### src/rtl/sd_cmd_response_rx.sv
// -----------------------------------------------------------------------------
// sd_cmd_response_rx
//   Receives the SD card response frame on the CMD line once the command block
//   has finished sending a command. Deserialises 48-bit (R1/R3/R6/R7) or
//   136-bit (R2) frames, checks CRC7, command index, transmission bit and end
//   bit, then offers the payload to the response register.
//
// Ports
//   clock            in   system clock, all logic on the rising edge
//   reset            in   synchronous, active-high reset
//   sd_clk_en        in   1-cycle strobe at each SD-clock CMD sampling point
//   cmd_pin_in       in   CMD line from the card
//   start            in   1-cycle pulse: command end bit has been transmitted
//   resp_type        in   00 none, 01 136-bit, 10 48-bit, 11 48-bit with busy
//   crc_check_en     in   enable CRC7 check
//   index_check_en   in   enable index check (48-bit frames only)
//   expected_index   in   index of the command just sent
//   ack_response     in   response register has captured the payload
//   response         out  128-bit payload
//   enable_response  out  payload valid, held until ack_response
//   busy             out  high whenever the FSM is not IDLE
//   done             out  1-cycle pulse when a transaction finishes
//   timeout_err      out  no start bit within TIMEOUT_CYCLES strobes
//   crc_err          out  CRC7 mismatch
//   index_err        out  index mismatch
//   frame_err        out  end bit 0 or transmission bit 1
//   dbg_state        out  current FSM state (IDLE=0 WAIT_START=1 RECEIVE=2
//                         CHECK=3 HANDOFF=4)
//
// Handshake: enable_response acts as "valid" and ack_response as "ready". The
// payload is transferred on the rising edge where both are high; response
// stays stable while enable_response is high and ack_response is ignored at
// any other time.
// -----------------------------------------------------------------------------
module sd_cmd_response_rx #(
   parameter int unsigned TIMEOUT_CYCLES = 64
) (
   input  logic         clock,
   input  logic         reset,
   input  logic         sd_clk_en,
   input  logic         cmd_pin_in,
   input  logic         start,
   input  logic [1:0]   resp_type,
   input  logic         crc_check_en,
   input  logic         index_check_en,
   input  logic [5:0]   expected_index,
   input  logic         ack_response,
   output logic [127:0] response,
   output logic         enable_response,
   output logic         busy,
   output logic         done,
   output logic         timeout_err,
   output logic         crc_err,
   output logic         index_err,
   output logic         frame_err,
   output logic [2:0]   dbg_state
);

   localparam int unsigned TMO_W = $clog2(TIMEOUT_CYCLES + 1);

   typedef enum logic [2:0] {
      S_IDLE       = 3'd0,
      S_WAIT_START = 3'd1,
      S_RECEIVE    = 3'd2,
      S_CHECK      = 3'd3,
      S_HANDOFF    = 3'd4
   } state_e;

   state_e             state_q, state_d;
   logic [1:0]         type_q, type_d;
   logic               crc_en_q, crc_en_d;
   logic               idx_en_q, idx_en_d;
   logic [5:0]         exp_idx_q, exp_idx_d;
   logic [TMO_W-1:0]   tmo_q, tmo_d;
   logic [7:0]         bit_cnt_q, bit_cnt_d;
   // 135 bits are enough: the start bit of a 136-bit frame is always 0 and
   // falls off the top without loss.
   logic [134:0]       shift_q, shift_d;
   logic [6:0]         crc_q, crc_d;
   logic [127:0]       response_q, response_d;
   logic               done_q, done_d;
   logic               timeout_err_q, timeout_err_d;
   logic               crc_err_q, crc_err_d;
   logic               index_err_q, index_err_d;
   logic               frame_err_q, frame_err_d;

   logic               long_frame;
   logic [7:0]         bit_k;
   logic [7:0]         frame_len;
   logic [TMO_W-1:0]   tmo_inc;
   logic               tmo_hit;
   logic               crc_covered;

   // Serial CRC7, generator x^7 + x^3 + 1
   function automatic logic [6:0] crc7_step(input logic [6:0] c, input logic b);
      logic fb;
      fb = c[6] ^ b;
      return {c[5:0], 1'b0} ^ {3'b000, fb, 2'b00, fb};
   endfunction

   assign long_frame = (type_q == 2'b01);
   assign frame_len  = long_frame ? 8'd136 : 8'd48;
   // bit_k is the 1-based number of the frame bit being sampled now
   assign bit_k      = bit_cnt_q + 8'd1;
   assign tmo_inc    = tmo_q + 1'b1;
   assign tmo_hit    = (tmo_inc == TMO_W'(TIMEOUT_CYCLES));
   // CRC covers frame bits 47..8 (short) or 127..8 (long); for the long frame
   // the start, transmission and six reserved bits are skipped.
   assign crc_covered = long_frame ? ((bit_k >= 8'd9) && (bit_k <= 8'd128))
                                   : (bit_k <= 8'd40);

   // ---------------------------------------------------------------- state reg
   always_ff @(posedge clock) begin
      if (reset) begin
         state_q <= S_IDLE;
      end else begin
         state_q <= state_d;
      end
   end

   // ------------------------------------------------------------- next state
   always_comb begin
      state_d = state_q;
      case (state_q)
         S_IDLE: begin
            if (start && (resp_type != 2'b00)) state_d = S_WAIT_START;
         end
         S_WAIT_START: begin
            if (sd_clk_en) begin
               if (!cmd_pin_in)  state_d = S_RECEIVE;
               else if (tmo_hit) state_d = S_IDLE;
            end
         end
         S_RECEIVE: begin
            if (sd_clk_en && (bit_k == frame_len)) state_d = S_CHECK;
         end
         S_CHECK: begin
            state_d = S_HANDOFF;
         end
         S_HANDOFF: begin
            if (ack_response) state_d = S_IDLE;
         end
         default: begin
            state_d = S_IDLE;
         end
      endcase
   end

   // ------------------------------------------------------------ datapath next
   always_comb begin
      type_d        = type_q;
      crc_en_d      = crc_en_q;
      idx_en_d      = idx_en_q;
      exp_idx_d     = exp_idx_q;
      tmo_d         = tmo_q;
      bit_cnt_d     = bit_cnt_q;
      shift_d       = shift_q;
      crc_d         = crc_q;
      response_d    = response_q;
      done_d        = 1'b0;
      timeout_err_d = timeout_err_q;
      crc_err_d     = crc_err_q;
      index_err_d   = index_err_q;
      frame_err_d   = frame_err_q;

      case (state_q)
         S_IDLE: begin
            if (start) begin
               type_d        = resp_type;
               crc_en_d      = crc_check_en;
               idx_en_d      = index_check_en;
               exp_idx_d     = expected_index;
               tmo_d         = '0;
               bit_cnt_d     = '0;
               shift_d       = '0;
               crc_d         = '0;
               timeout_err_d = 1'b0;
               crc_err_d     = 1'b0;
               index_err_d   = 1'b0;
               frame_err_d   = 1'b0;
               done_d        = (resp_type == 2'b00);
            end
         end
         S_WAIT_START, S_RECEIVE: begin
            if (sd_clk_en) begin
               if ((state_q == S_RECEIVE) || !cmd_pin_in) begin
                  shift_d   = {shift_q[133:0], cmd_pin_in};
                  bit_cnt_d = bit_k;
                  if (crc_covered) crc_d = crc7_step(crc_q, cmd_pin_in);
               end else begin
                  tmo_d = tmo_inc;
                  if (tmo_hit) begin
                     timeout_err_d = 1'b1;
                     done_d        = 1'b1;
                  end
               end
            end
         end
         S_CHECK: begin
            crc_err_d   = crc_en_q && (crc_q != shift_q[7:1]);
            index_err_d = idx_en_q && !long_frame && (shift_q[45:40] != exp_idx_q);
            frame_err_d = !shift_q[0] || (long_frame ? shift_q[134] : shift_q[46]);
            response_d  = long_frame ? {8'h00, shift_q[127:8]}
                                     : {96'h0, shift_q[39:8]};
         end
         S_HANDOFF: begin
            if (ack_response) done_d = 1'b1;
         end
         default: begin
         end
      endcase
   end

   // ---------------------------------------------------------- datapath regs
   always_ff @(posedge clock) begin
      if (reset) begin
         type_q        <= '0;
         crc_en_q      <= 1'b0;
         idx_en_q      <= 1'b0;
         exp_idx_q     <= '0;
         tmo_q         <= '0;
         bit_cnt_q     <= '0;
         shift_q       <= '0;
         crc_q         <= '0;
         response_q    <= '0;
         done_q        <= 1'b0;
         timeout_err_q <= 1'b0;
         crc_err_q     <= 1'b0;
         index_err_q   <= 1'b0;
         frame_err_q   <= 1'b0;
      end else begin
         type_q        <= type_d;
         crc_en_q      <= crc_en_d;
         idx_en_q      <= idx_en_d;
         exp_idx_q     <= exp_idx_d;
         tmo_q         <= tmo_d;
         bit_cnt_q     <= bit_cnt_d;
         shift_q       <= shift_d;
         crc_q         <= crc_d;
         response_q    <= response_d;
         done_q        <= done_d;
         timeout_err_q <= timeout_err_d;
         crc_err_q     <= crc_err_d;
         index_err_q   <= index_err_d;
         frame_err_q   <= frame_err_d;
      end
   end

   // ----------------------------------------------------------------- outputs
   always_comb begin
      busy            = (state_q != S_IDLE);
      enable_response = (state_q == S_HANDOFF);
      dbg_state       = state_q;
   end

   assign response    = response_q;
   assign done        = done_q;
   assign timeout_err = timeout_err_q;
   assign crc_err     = crc_err_q;
   assign index_err   = index_err_q;
   assign frame_err   = frame_err_q;

endmodule
### config.mk
export PLATFORM = sky130hd
export DESIGN_NAME = sd_cmd_response_rx
export DESIGN_NICKNAME = d
export VERILOG_FILES = /design/src/rtl/sd_cmd_response_rx.sv
export SDC_FILE = /design/constraint.sdc
export NUM_CORES = 1
export LEC_CHECK = 0
export ABC_AREA = 0
export ABC_CLOCK_PERIOD_IN_PS = 7300
export CAP_MARGIN = 20
export CORE_MARGIN = 2
export CORE_UTILIZATION = 40
export CTS_BUF_LIST = sky130_fd_sc_hd__clkbuf_16
export DETAILED_ROUTE_END_ITERATION = 6
export GPL_TIMING_DRIVEN = 1
export MAX_ROUTING_LAYER = met4
export PLACE_DENSITY = 0.71
export SLEW_MARGIN = 20
export SYNTH_ARGS = -nofsm -noshare
export SYNTH_HDL_FRONTEND = slang
export SYNTH_SLANG_ARGS = --single-unit
### constraint.sdc
create_clock -name clock -period 7.3 [get_ports clock]
set_clock_uncertainty 0.1 [all_clocks]
set_input_delay 1.095 -clock clock [delete_from_list [all_inputs] [get_ports clock]]
set_output_delay 1.095 -clock clock [all_outputs]
set_load 0.005 [all_outputs]
---- After elaboration in Yosys (flattened, before gate mapping) ----
Index checks and enable logic that the tools add are counted.
word-level totals
  register bits ........................... 303
  bits of input ports ..................... 16
  output and inout port bits .............. 138
  word-level logic and storage cells ...... 108
cells by class
  add/subtract/negate cells ............... 2
  magnitude comparators ................... 3
  equality and inequality tests ........... 20
  muxes and demuxes ....................... 41
  bitwise logic cells ..................... 2
  reduce and logical (&&, ||, !) cells .... 25
operators by type and width
  kind                 number
  $mux 135             3
  $pmux 135 s2         1
  $mux 120             1
  $mux 7               6
  $mux 8               4
  $pmux 7 s2           2
  $ne 2x2->1 const B   10
  $mux 3               6
  $pmux 8 s2           1
  $pmux 3 s5           1
  $reduce_and 5->1     3
  $mux 1               11
  $add 8x1->8 const B  1
  $eq 8x8->1           1
  $ge 8x4->1 const B   1
  $le 8x6->1 const B   1
  $le 8x8->1 const B   1
  $pmux 1 s2           4
  $reduce_and 4->1     2
  $add 7x1->7 const B  1
  $eq 7x7->1 const B   1
  $ne 7x7->1           1
  $xor 7x4->7          1
  $eq 3x2->1 const B   2
  other kinds (16)     27

---- Longest topological paths before layout ----
Gate-level depths: netlist of run 1.
  depth in word-level cells ............... 8
  depth in mapped cells ................... 9
  gate-level depth less buffers ........... 8

---- Worst setup path before layout of run 1 ----
OpenSTA, ideal clock, no wires.
  path type ............................... input to register
  from .................................... input cmd_pin_in
  to ...................................... register crc_q[3]
  arrival ................................. 2.433 ns
  setup slack ............................. 4.646 ns
  stages .................................. 6
  path buffers ............................ 1
  cells stage by stage .................... nand3b_1 > a21o_1 > a21o_1 > clkbuf_1 > a221oi_4 > mux2_4
between the ends
  word-level cells in the longest chain between the ends .. 6
ends and longest elaborated chain
  element               RTL line  source
  start, declared       41        input logic cmd_pin_in,
  $xor 1x1->1           97        fb = c[6] ^ b;
  $xor 7x4->7           98        return {c[5:0], 1'b0} ^ {3'b000, fb, 2'b00, fb};
  $mux 7                189       if (crc_covered) crc_d = crc7_step(crc_q, cmd_pin_in);
  $mux 7                186       if ((state_q == S_RECEIVE) || !cmd_pin_in) begin
  $mux 7                185       if (sd_clk_en) begin
  $pmux 7 s2            166       case (state_q)
  end signal, assigned  239       crc_q <= crc_d;
  end, declared         79        logic [6:0] crc_q, crc_d;
Parallel ways exist; a longest one is shown, timed or not. The select of a mux whose other input is x is not followed.
A chain may end at the register's enable or synchronous reset.

---- Worst setup path in the final report of run 1 ----
  from .................................... input cmd_pin_in
  to ...................................... register bit_cnt_q[5]
between the ends
  word-level cells in the longest chain between the ends .. 4
ends and longest elaborated chain
  element                            RTL line  source
  $logic_not 1->1                    186
  $logic_or 1x1->1                   186
  $ne 2x2->1 (no source line)        -
  $reduce_and 4->1 (no source line)  -
  end signal, assigned               237       bit_cnt_q <= bit_cnt_d;
  end, declared                      75        logic [7:0] bit_cnt_q, bit_cnt_d;
No other way between the ends.

==> results of run 1 <==
-- report_power, final --
| part | switching (mW) | total, mW | internal (mW) | leakage, nW |
|---|---|---|---|---|
| Combinational | 0.141 | 0.187 | 0.0462 | 1.67 |
| Clock | 0.620 | 1.43 | 0.813 | 0.471 |
| Sequential | 0.0103 | 1.63 | 1.62 | 2.38 |
| Total | 0.772 | 3.25 | 2.48 | 4.52 |
-- cells by family (layout without fill, tap and decap cells) --
family	after synthesis	in the layout
AO/OA/AOI/OAI	319	319
XOR/XNOR	24	24
buffers and inverters	123	212
adder cells (fa/ha/maj)	5	5
other	1	8
flip-flops	295	295
AND/OR/NAND/NOR	500	500
multiplexers	9	9
-- worst paths after layout --
kind,to,depth (start not counted),startpoint,slack [ns]
hold reg to reg,response[101],2,response[101],0.35
setup / recovery,bit_cnt_q[5],9,cmd_pin_in,3.72
setup reg to reg,bit_cnt_q[5],8,dbg_state[1],4.05
hold / removal,response[101],2,response[101],0.35
-- registers in the layout (all words and copies together), names as in the netlist, 2 cells and up --
register and flops:
exp_idx_q 6, tmo_q 7, crc_q 7, shift_q 135
bit_cnt_q 8, type_q 2, response 120, dbg_state 3
-- cell type report --
cell class,instances,area (sq um)
Tap cell,341,426.7
Clock inverter,25,170.2
Multi-Input combinational cell,865,4666
Timing Repair Buffer,154,1535
Clock buffer,30,750.7
Fill cell,2542,13560
Inverter,3,11.26
Sequential cell,295,5906
-- critical path, cell delays in order --
cell             delay [ns]
clkdlybuf4s50_1        0.53
nor2_1                 0.17
a21oi_1                0.09
nor3b_2                0.17
buf_4                  0.45
buf_4                  0.85
a21boi_0               0.24
o21ai_0                0.09
a21oi_1                0.18
-- stage by stage --
step	utilization	worst slack, ns	hold slack (ns)	cells
detailed placement	0.4634	3.216	0.3421	1657
global placement	0.4634	3.248	0.3393	1657
global route	0.4982	3.543	0.3662	1713
floorplan	-	4.646	0.3366	1283
CTS	0.4975	3.783	0.3508	1712
finish	0.4982	3.719	0.3495	1713
-- per-layer routing --
metal / global-route usage / share of wire / vias to the layer above
li1: - / - / 4545
met4: 0.03790 / 0.015 / 0
met2: 0.2616 / 0.43 / 205
met3: 0.02907 / 0.049 / 30
met5: - / 0 / -
met1: 0.2468 / 0.51 / 4265
-- synthesized netlist by cell type, drive strengths merged, types with 2 or more instances --
| cell type | n |
|---|---|
| xor2 | 13 |
| buf | 19 |
| and4 | 2 |
| o21ai | 6 |
| nor2 | 158 |
| a21oi | 144 |
| xnor2 | 11 |
| a21o | 6 |
| nand2b | 12 |
| nor3 | 10 |
| nor4 | 3 |
| and2 | 2 |
| or2 | 6 |
| mux2i | 8 |
| nand3 | 101 |
| ha | 5 |
| dfxtp | 295 |
| a22oi | 142 |
| a21boi | 3 |
| nand2 | 186 |
| nor2b | 4 |
| inv | 3 |
| or3 | 3 |
| a31oi | 4 |
| nand4 | 3 |
| clkbuf | 101 |
| nand3b | 6 |
| a311oi | 2 |
==> results.ini, run 1 <==
[sta]
fin_crit_ns = 3.581
hold_viol_final = 0
final-max-slew-violation-count = 0
finalSetupTns_ns = 0
rsz0062_at_grt = false
worst_slew_pin_slew_ns = 1.034
setup_viol = 0
final.period_utilization = 0.4905
relSlewSlack = 0.3109
fmax_mhz = 279.3

[cts]
clkLatencyLatePin_ns = 0.55
path_clk_slew_ns = 0.06
cts_made_buffers = 30
ctsResizeCount = 0
post_cts_buffers = 0
holdBufCountCts = 0
clockBufferDepth = 3
clock-sinks = 295
cts-root-buf = clkbuf_16
cts_tree = done
cts-htree-levels = 1

[synthesis]
ys_seq_area_frac = 0.5362
yosysUniqueCellTypes = 51
synth_top_family_by_area = simple AND/OR/NAND/NOR gates
synth-compound-area-share = 0.1865
synth_top_cell_by_area = dfxtp_1
synth_seq_cells = 295
synth_edf_count = 0
synth.mux.area_fraction = 0.008634
ys_warn_count = 0
async_flop_share = 0
ys.flop_type = dfxtp_1
synth-simple-area-share = 0.1961
synthTopCellsByArea = dfxtp_1 54%, a22oi_1 9.7%, a21oi_1 6.5%, nand2_1 6.3%, nor2_1 5.4%
syn_area_sq_um = 11010
synth_area_per_cell_sq_um = 8.631
synth_fa_ha_area_frac = 0.005681
synth_xor_area_frac = 0.02079
yosysTopAreaCellShare = 0.5362
syn_inst = 1276

[routing]
postRouteAntennaNets = 0
avgRoutedWirePerCell_um = 14.75
first_pass_iters = 6
drt_iter0_drc = 716
drt_wl_total_mm = 25.26
vias_per_cell = 5.280
vias = 9045
drc_errors = 0

[grt]
grt_max_degree = 106
grt_overflow_total = 0
grt_use_total = 0.1742
grt_pass1_vias = 8276
antenna_found_initial = 0
grt_pass1_wl_mm = 41.50

[worst_setup_path]
critical_path_class = primary input to register
cp-start-kind = primary input
crit_path_end_kind = register
path_max_fanout = 98
cp.required_ns = 7.67
crit_arrival_ns = 3.95

[run]
drv_cap = 0

[pwr]
power_per_cell_area_nw_per_um2 = 241.3
cellLeakagePower_nw = 4.519
power.total_mw = 3.249
ir_drop_v = 0.0001525

[cells_and_area]
mostFrequentLayoutCell = dfxtp_1
stdcell_area_sq_um = 13470
antennaDiodeCount = 0
drive_gt1_frac = 0.04956
fin_nets = 1370
area_growth_pct = 22.27
final_cell_mix = 295 x dfxtp_1, 186 x nand2_1, 157 x nor2_1

[place]
numPortBuffers = 145
place.gp.congestion = 0.7958
hpwl_mm = 14.96
place_area_sq_um = 12520

[die]
die_width_um = 169.9
coreArea_sq_um = 27030
start_util = 0.4075
fp.dieH_um = 169.9
fp.dieArea_sq_um = 28880
io_pins = 154
std_cell_rows = 60

[hold_path]
min-delay-path-class = register to register

[status]
status = complete, no violations

Power figures use the tool's default switching activity.
==> inputs of run 2 (changes only) <==
- ABC_CLOCK_PERIOD_IN_PS: 7300 -> 3260
- PLACE_DENSITY: 0.71 -> 0.74
- clock period: 7.3 -> 3.26 ns (I/O delays scaled with it)
==> results.ini, run 2 (synthesis results as in run 1) <==
[cells_and_area]
seq_area_sq_um = 5906  ; unchanged
largest_register = shift_q  ; unchanged
antennaDiodeCount = 0  ; unchanged
multi_input_area_sq_um = 4661  ; was 4666 sq um
final_cell_mix = 295 x dfxtp_1, 186 x nand2_1, 157 x nor2_1  ; unchanged
fin_nets = 1378  ; was 1370
area_growth_pct = 23.89  ; was 22.27%
mostFrequentLayoutCell = dfxtp_1  ; unchanged
nFillCells = 2516  ; was 2542
largest_reg_flops = 135  ; unchanged
drive_gt1_frac = 0.05656  ; was 0.04956

[worst_setup_path]
crit_path_end_kind = output pin  ; was register
cp-start-kind = register  ; was primary input
worstReg2RegStart = bit_cnt_q[0]  ; was dbg_state[1]
crit_slowest_cell = dfxtp_1  ; was buf_4
path_max_fanout = 17  ; was 98
critPathMaxStageDelay_ns = 0.76  ; was 0.85 ns
crit_arrival_ns = 2.17  ; was 3.95 ns
critical_path_class = register to output pin  ; was primary input to register
path_cells = and2_1, clkdlybuf4s50_1  ; was clkdlybuf4s50_1, nor2_1, a21oi_1, nor3b_2, buf_4, buf_4, a21boi_0, o21ai_0, a21oi_1
crit_start = dbg_state[2]  ; was cmd_pin_in
worst_path_dominant_cell_family = flip-flops  ; was buffers and inverters
cp.required_ns = 2.67  ; was 7.67 ns
path_buf_inv = 1  ; was 3

[die]
coreArea_sq_um = 27030  ; unchanged
fp.dieH_um = 169.9  ; unchanged
std_cell_rows = 60  ; unchanged
fp.dieArea_sq_um = 28880  ; unchanged
die_width_um = 169.9  ; unchanged
io_pins = 154  ; unchanged
start_util = 0.4075  ; unchanged

[routing]
vias_per_cell = 5.376  ; was 5.280
postRouteAntennaNets = 0  ; unchanged
first_pass_iters = 7  ; was 6
vias = 9246  ; was 9045
drt_iter0_drc = 692  ; was 716
drt_wl_total_mm = 25.59  ; was 25.26 mm
drc_errors = 0  ; unchanged
avgRoutedWirePerCell_um = 14.88  ; was 14.75 um

[grt]
grt_pass1_wl_mm = 42.07  ; was 41.50 mm
antenna_found_initial = 0  ; unchanged
grt_max_degree = 131  ; was 106
grt_pass1_vias = 8535  ; was 8276
grt_overflow_total = 0  ; unchanged
grt_use_total = 0.1767  ; was 0.1742

[pwr]
power_per_cell_area_nw_per_um2 = 548.5  ; was 241.3 nW/um^2
ir_drop_v = 0.0003339  ; was 0.0001525 V
cellLeakagePower_nw = 4.613  ; was 4.519 nW
power.total_mw = 7.484  ; was 3.249 mW

[cts]
post_cts_buffers = 0  ; unchanged
clockBufferDepth = 3  ; unchanged
ctsResizeCount = 0  ; unchanged
clkLatencyLatePin_ns = 0.56  ; was 0.55 ns
cts-root-buf = clkbuf_16  ; unchanged
cts-htree-levels = 1  ; unchanged
clock-sinks = 295  ; unchanged
cts_tree = done  ; unchanged
path_clk_slew_ns = 0.06  ; about the same
cts_made_buffers = 31  ; was 30
holdBufCountCts = 0  ; unchanged

[hold_path]
min-delay-path-class = register to register  ; unchanged
min_from = response[43]  ; was response[101]

[sta]
setup_viol = 0  ; unchanged
rsz0062_at_grt = false  ; unchanged
relSlewSlack = 0.3653  ; was 0.3109
fmax_mhz = 362.0
finalSetupTns_ns = 0  ; unchanged
fin_crit_ns = 2.762
worst_slew_pin_slew_ns = 0.9520  ; was 1.034 ns
final-max-slew-violation-count = 0  ; unchanged
hold_viol_final = 0  ; unchanged
final.period_utilization = 0.8474

[place]
hpwl_mm = 15.30  ; was 14.96 mm
numPortBuffers = 145  ; unchanged
place.gp.congestion = 0.8305  ; was 0.7958

[run]
drv_cap = 0  ; unchanged

[status]
status = complete, no violations  ; unchanged

-- run 2: worst min-delay path, stage by stage (launching register included) --
cell	delay, ns
dfxtp_1	0.31
nand2_1	0.05
a21oi_1	0.05
-- run 2: worst paths after layout --
| path | endpoint | slack [ns] | cells after the start |
|---|---|---|---|
| min | response[43] | 0.35 | 2 |
| min reg2reg | response[43] | 0.35 | 2 |
| max reg2reg | crc_q[6] | 0.67 | 9 |
| max | enable_response | 0.50 | 2 |
-- run 2: stage by stage --
stage          cell area, sq um  setup slack, ns  hold WS [ns]  utilization  cells
4_1_cts                   13640           0.4699        0.3534       0.5049   1720
2_1_floorplan             11040           0.7353        0.3366            -   1283
3_3_place_gp              12670           0.6385        0.3393       0.4687   1665
6_report                  13640           0.4976        0.3490       0.5049   1720
3_5_place_dp              12670           0.5767        0.3434       0.4687   1665
5_1_grt                   13640           0.4017        0.3695       0.5049   1720
-- run 2: layout make-up --
| type | instances | share of cell area |
|---|---|---|
| sequential | 295 | 0.4328 |
| multi-input combinational | 865 | 0.3416 |
| timing repair buffer | 161 | 0.1219 |
| clock buffer | 31 | 0.05685 |
| tap | 341 | 0.03127 |
| clock inverter | 24 | 0.01476 |
| inverter | 3 | 0.0008253 |
-- run 2: power by group --
part | internal [mW] | leakage (nW) | switching, mW
clock | 1.96 | 0.507 | 1.42
combinational | 0.130 | 1.73 | 0.323
sequential | 3.62 | 2.38 | 0.0231
-- run 2: metal layers --
metal | GRT usage | routed length, um | vias up
met4 | 0.04645 | 496 | 0
met1 | 0.2379 | 12080 | 4400
met2 | 0.2776 | 11720 | 255
met5 | - | 0 | -
met3 | 0.02837 | 1301 | 46
li1 | - | - | 4545
